### src/rtl/uart_rx_fifo.sv
`default_nettype none
// ============================================================================
//  Module   : uart_rx_fifo
//  Brief    : First-word-fall-through byte FIFO behind a UART receiver, with
//             a sticky overflow flag and a count of buffered line terminators.
//  Revision : 1.0 - initial release
// ============================================================================
module uart_rx_fifo #(
    parameter int          DEPTH = 16,
    parameter int          AW    = 4,
    parameter logic [7:0]  TERM  = 8'h0A
) (
    input  logic          clk,
    input  logic          rstn,          // active-high synchronous reset
    input  logic [7:0]    in_data,
    input  logic          in_valid,
    output logic [7:0]    out_data,
    output logic          out_valid,
    input  logic          out_ready,
    output logic [AW:0]   count,
    output logic          full,
    output logic          empty,
    output logic          overflow,
    input  logic          overflow_clr,
    output logic [AW:0]   line_cnt,
    output logic          line_avail
);

    localparam logic [AW:0]   c_depth = (AW + 1)'(DEPTH);
    localparam logic [AW-1:0] c_one   = AW'(1);

    logic [7:0]    r_mem [DEPTH];
    logic [AW-1:0] r_wr_ptr;
    logic [AW-1:0] r_rd_ptr;
    logic [AW:0]   r_count;
    logic [AW:0]   r_line_cnt;
    logic          r_overflow;
    logic          r_out_valid;
    logic [7:0]    r_out_data;

    logic          w_pop;
    logic          w_push;
    logic          w_drop;
    logic [AW-1:0] w_rd_next;
    logic [AW:0]   w_count_next;
    logic [AW:0]   w_line_next;
    logic [7:0]    w_head_next;

    // Handshake decode, next head pointer and the byte that will be at the head
    always_comb begin
        w_pop       = r_out_valid & out_ready;
        w_push      = in_valid & ((r_count != c_depth) | w_pop);
        w_drop      = in_valid & (r_count == c_depth) & ~w_pop;
        w_rd_next   = w_pop ? (r_rd_ptr + c_one) : r_rd_ptr;
        // A byte being written into the slot that becomes the head must be
        // forwarded, since the array still holds the old contents this cycle.
        w_head_next = (w_push && (r_wr_ptr == w_rd_next)) ? in_data : r_mem[w_rd_next];

        w_count_next = r_count;
        if (w_push && !w_pop) begin
            w_count_next = r_count + 1'b1;
        end else if (!w_push && w_pop) begin
            w_count_next = r_count - 1'b1;
        end

        w_line_next = r_line_cnt;
        if ((w_push && in_data == TERM) && !(w_pop && r_out_data == TERM)) begin
            w_line_next = r_line_cnt + 1'b1;
        end else if (!(w_push && in_data == TERM) && (w_pop && r_out_data == TERM)) begin
            w_line_next = r_line_cnt - 1'b1;
        end
    end

    // Byte storage; contents need no reset
    always_ff @(posedge clk) begin
        if (w_push && !rstn) begin
            r_mem[r_wr_ptr] <= in_data;
        end
    end

    // Pointers, occupancy, terminator count, overflow and registered head
    always_ff @(posedge clk) begin
        if (rstn) begin
            r_wr_ptr    <= '0;
            r_rd_ptr    <= '0;
            r_count     <= '0;
            r_line_cnt  <= '0;
            r_overflow  <= 1'b0;
            r_out_valid <= 1'b0;
            r_out_data  <= 8'h00;
        end else begin
            if (w_push) begin
                r_wr_ptr <= r_wr_ptr + c_one;
            end
            r_rd_ptr    <= w_rd_next;
            r_count     <= w_count_next;
            r_line_cnt  <= w_line_next;
            r_out_valid <= (w_count_next != '0);
            r_out_data  <= w_head_next;
            // A drop in the same cycle as a clear leaves the flag set
            if (w_drop) begin
                r_overflow <= 1'b1;
            end else if (overflow_clr) begin
                r_overflow <= 1'b0;
            end
        end
    end

    assign out_data   = r_out_data;
    assign out_valid  = r_out_valid;
    assign count      = r_count;
    assign full       = (r_count == c_depth);
    assign empty      = (r_count == '0);
    assign overflow   = r_overflow;
    assign line_cnt   = r_line_cnt;
    assign line_avail = (r_line_cnt != '0);

endmodule
`default_nettype wire

### config.mk
export PLATFORM = sky130hd
export DESIGN_NAME = uart_rx_fifo
export DESIGN_NICKNAME = d
export VERILOG_FILES = /design/src/rtl/uart_rx_fifo.sv
export SDC_FILE = /design/constraint.sdc
export NUM_CORES = 1
export LEC_CHECK = 0
export CAP_MARGIN = 10
export CORE_ASPECT_RATIO = 0.7
export CORE_MARGIN = 1
export CORE_UTILIZATION = 54
export DETAILED_ROUTE_END_ITERATION = 7
export GPL_TIMING_DRIVEN = 0
export MAX_ROUTING_LAYER = met4
export PLACE_DENSITY = 0.76
export SLEW_MARGIN = 25
export SYNTH_ARGS = -nofsm -noshare
export SYNTH_HDL_FRONTEND = slang
export SYNTH_SLANG_ARGS = --single-unit
### constraint.sdc
create_clock -name clk -period 3.1 [get_ports clk]
set_clock_uncertainty 0.05 [all_clocks]
set_input_delay 0.62 -clock clk [delete_from_list [all_inputs] [get_ports clk]]
set_output_delay 0.62 -clock clk [all_outputs]
set_load 0.01 [all_outputs]
==> flow_summary.toml <==
[status]
status = "complete, no violations"

[clocking]
cts_tree = "built"
clk_pin_slew_worst_paths_ps = 70
htreeDepth = 4
max-clock-path-buffers = 2
cts_root_buf = "clkbuf_16"
clk_latency_ps = 430
ctsHoldBuffers = 0
cts.sinks = 156
cts_buffers = 17

[floorplanning]
rows = 33
die_area_mm2 = 0.0130
start_util = 0.567
ioPinCount = 36
die_h_um = 95.8
coreArea_mm2 = 0.0120
die_width_um = 136

[yosys]
synth_ff_type = "edfxtp_1"
synth_area_mm2 = 0.00678
postSynthAreaPerCell_um2 = 13.6
yosysWarnings = 0
synth_cell_types = 61
synth_seq_area_share = 0.649
netlist_instances = 499
synth_seq_cells = 156
synth_fp_nets = 526
synth_edf_count = 128
async_flop_share = 0

[global_routing]
grt_use_total = 0.274
grt_pass1_vias = 4054
grt_max_degree = 19
use_met2 = 0.397
grt-busiest-layer = "met2"
grt-ovfl-total = 0
use_met3 = 0.0621
grt_antenna_before_repair = 0
grt_pass1_wl_um = 24200
met1_usage = 0.390

[critical_path]
regToRegStartpoint = "r_rd_ptr[1]$_SDFF_PP0_"
end_kind = "register"
crit_required_ps = 3330
reg2reg_to = "out_data[7]$_SDFF_PP0_"
worstRegToRegCells = 8
start_kind = "register"
cp_cell_sequence = "ha_1, and3_1, clkbuf_1, a21oi_4, nor2_4, a221oi_1, o31ai_1, a311oi_1"
crit_type = "reg2reg"
cpPeakStageDelay_ps = 520
rrSetupSlack_ps = 100
cp.arrival_ps = 3240
cp_max_fo = 10
crit_slowest_cell = "dfxtp_1"

[placed_design]
gp_congestion = 0.865
port_buffers = 34
post-place-cells = 690
dp_hpwl_um = 11000
place_area_mm2 = 0.00732

[sta]
max_freq_mhz = 333
setup_tns_ps = 0
tightestPinTransition_ps = 911
slew_headroom = 0.391
setup_violations = 0
hold_viol = 0
drv_slew = 0
fin_crit_sh = 0.969
whs_ps = 469
period_minus_slack_ps = 3000
rsz0062_at_grt = "false"

[power_and_ir_drop]
ir_worst_vdd_mv = 0.449
p_leak_nw = 2.87
combPwrFrac = 0.133
p_seq_frac = 0.432
internal_power_w = 0.00416
swShare = 0.240
cellPowerDensity_mw_per_mm2 = 678
clkPwrFrac = 0.435
p_switching_w = 0.00131

[route]
avgRoutedWirePerCell_um = 22.5
drt-total-wl_um = 16300
vias_per_cell = 6.20
drtIter0Drc = 499
drc = 0
first_pass_iters = 5
num_vias = 4492
postRouteAntennaNets = 0

[min_path]
whs_path_depth = 2
worstHoldStart = "overflow$_SDFFE_PP0P_"
worstHoldPathType = "reg2reg"
min_to = "overflow$_SDFFE_PP0P_"

[final_layout]
post-route-util = 0.674
area_delta_synth_final_pct = 18.9
final_cells = 725
antenna_cells = 0
mostFrequentLayoutCells = "128 x edfxtp_1, 66 x nand2_1, 54 x nor2_1"
fin_nets = 582
layout-drive-gt1-share = 0.146
final_area_mm2 = 0.00807
layout_commonest_cell = "edfxtp_1"

[run]
drv_cap = 0
==> cell usage after synthesis (2+ instances only) <==
master / number / area (um2)
nor3_1: 3 / 15.0
buf_6: 3 / 33.8
o31ai_1: 7 / 52.6
nor4_1: 2 / 12.5
or3_1: 2 / 12.5
mux2i_1: 17 / 170
and3_1: 4 / 25.0
a311oi_1: 9 / 78.8
nand3_1: 27 / 135
buf_2: 7 / 35.0
a211oi_1: 3 / 22.5
nand2_1: 66 / 248
mux4_1: 7 / 184
nor4b_1: 2 / 17.5
dfxtp_1: 28 / 561
xnor2_1: 7 / 61.3
clkbuf_1: 8 / 30.0
nand3b_1: 2 / 15.0
nor3b_1: 2 / 15.0
nand4_1: 7 / 43.8
nor2b_1: 3 / 18.8
ha_1: 13 / 163
inv_1: 12 / 45.0
o2bb2ai_1: 3 / 26.3
o21ai_0: 2 / 10.0
a221oi_2: 3 / 45.0
nand2b_1: 2 / 12.5
buf_12: 2 / 40.0
xor2_1: 9 / 78.8
nor2_4: 2 / 22.5
nor2_1: 54 / 203
mux4_2: 3 / 67.6
a221oi_1: 4 / 35.0
a21oi_1: 8 / 40.0
a32oi_1: 4 / 35.0
a31oi_1: 8 / 50.1
buf_4: 2 / 15.0
o22ai_1: 2 / 12.5
edfxtp_1: 128 / 3840
==> metrics by stage <==
step	power, W	worst slack [ps]
after floorplan	0.00284	35.2
after global placement	0.00308	-820
after detailed placement	0.00310	-889
after CTS	0.00547	9.00
after global routing	0.00563	3.27
final	0.00547	95.3
==> registers in the layout, indices dropped and copies added, names as in the netlist <==
signal     cells
out_data       8
line_cnt       5
r_rd_ptr       4
overflow       1
out_valid      1
count          5
r_wr_ptr       4
r_mem        128
==> power by group through the flow <==
stage | Sequential, W | Combinational, W | Clock (W)
floorplan | 0.00241 | 0.000427 | 0
global placement | 0.00241 | 0.000676 | 0
detailed placement | 0.00241 | 0.000692 | 0
CTS | 0.00237 | 0.000703 | 0.00240
global route | 0.00237 | 0.000774 | 0.00248
finish | 0.00236 | 0.000729 | 0.00238
==> worst max path at each step <==
stage / start / to / slack [ps]
after floorplan: count[0]$_SDFF_PP0_ / line_cnt[4]$_SDFFE_PP0P_ / 40
after global placement: in_data[5] / line_cnt[4]$_SDFFE_PP0P_ / -820
after detailed placement: in_data[4] / line_cnt[4]$_SDFFE_PP0P_ / -890
after CTS: in_data[4] / line_cnt[4]$_SDFFE_PP0P_ / 9
after global routing: r_rd_ptr[1]$_SDFF_PP0_ / out_data[7]$_SDFF_PP0_ / 3
final: r_rd_ptr[1]$_SDFF_PP0_ / out_data[7]$_SDFF_PP0_ / 100
==> routing by layer <==
| metal | vias to the layer above | wire (um) |
|---|---|---|
| met5 | - | 0 |
| met4 | 0 | 267 |
| met3 | 34 | 1340 |
| met2 | 223 | 7320 |
| met1 | 2236 | 7380 |
| li1 | 1999 | - |
==> area by class of cell <==
class,instances,area (um2)
repair buffers,38,345
flip-flops and latches,156,4410
clock buffers,18,439
multi-input cells,308,2240
clock inverters,14,240
plain buffers,22,155
fillers,819,3910
well taps,157,196
inverters,12,45.0
==> critical path, delay by kind of cell (launching register included) <==
family                     cells  cell delay (ps)
and+or+nand+nor                2              300
AOI/OAI and AO/OA              4             1370
adders and majority gates      1              340
buffers and inverters          1              260
DFF                            1              520
==> logic make-up (layout without fill, tap and decap cells) <==
family	count (synthesis)	count (layout)	synth area share
muxes	27	27	0.0622
DFF	156	156	0.649
adders and majority gates	14	14	0.0269
AOI/OAI and AO/OA	61	61	0.0712
buffers and inverters	35	104	0.0301
xor gates and xnor gates	18	18	0.0280
and+or+nand+nor	188	188	0.132
==> what timing repair did <==
item / 4_1_cts / 5_1_grt
hold endpoints to repair: 0 / 0
resized for setup: 19 / 16
gates cloned: 0 / 0
endpoints found under the setup margin: 3 / 8
buffers inserted: 1 / 3
pin swaps: 1 / 1
Note: power is estimated with default switching activity, not from simulation.
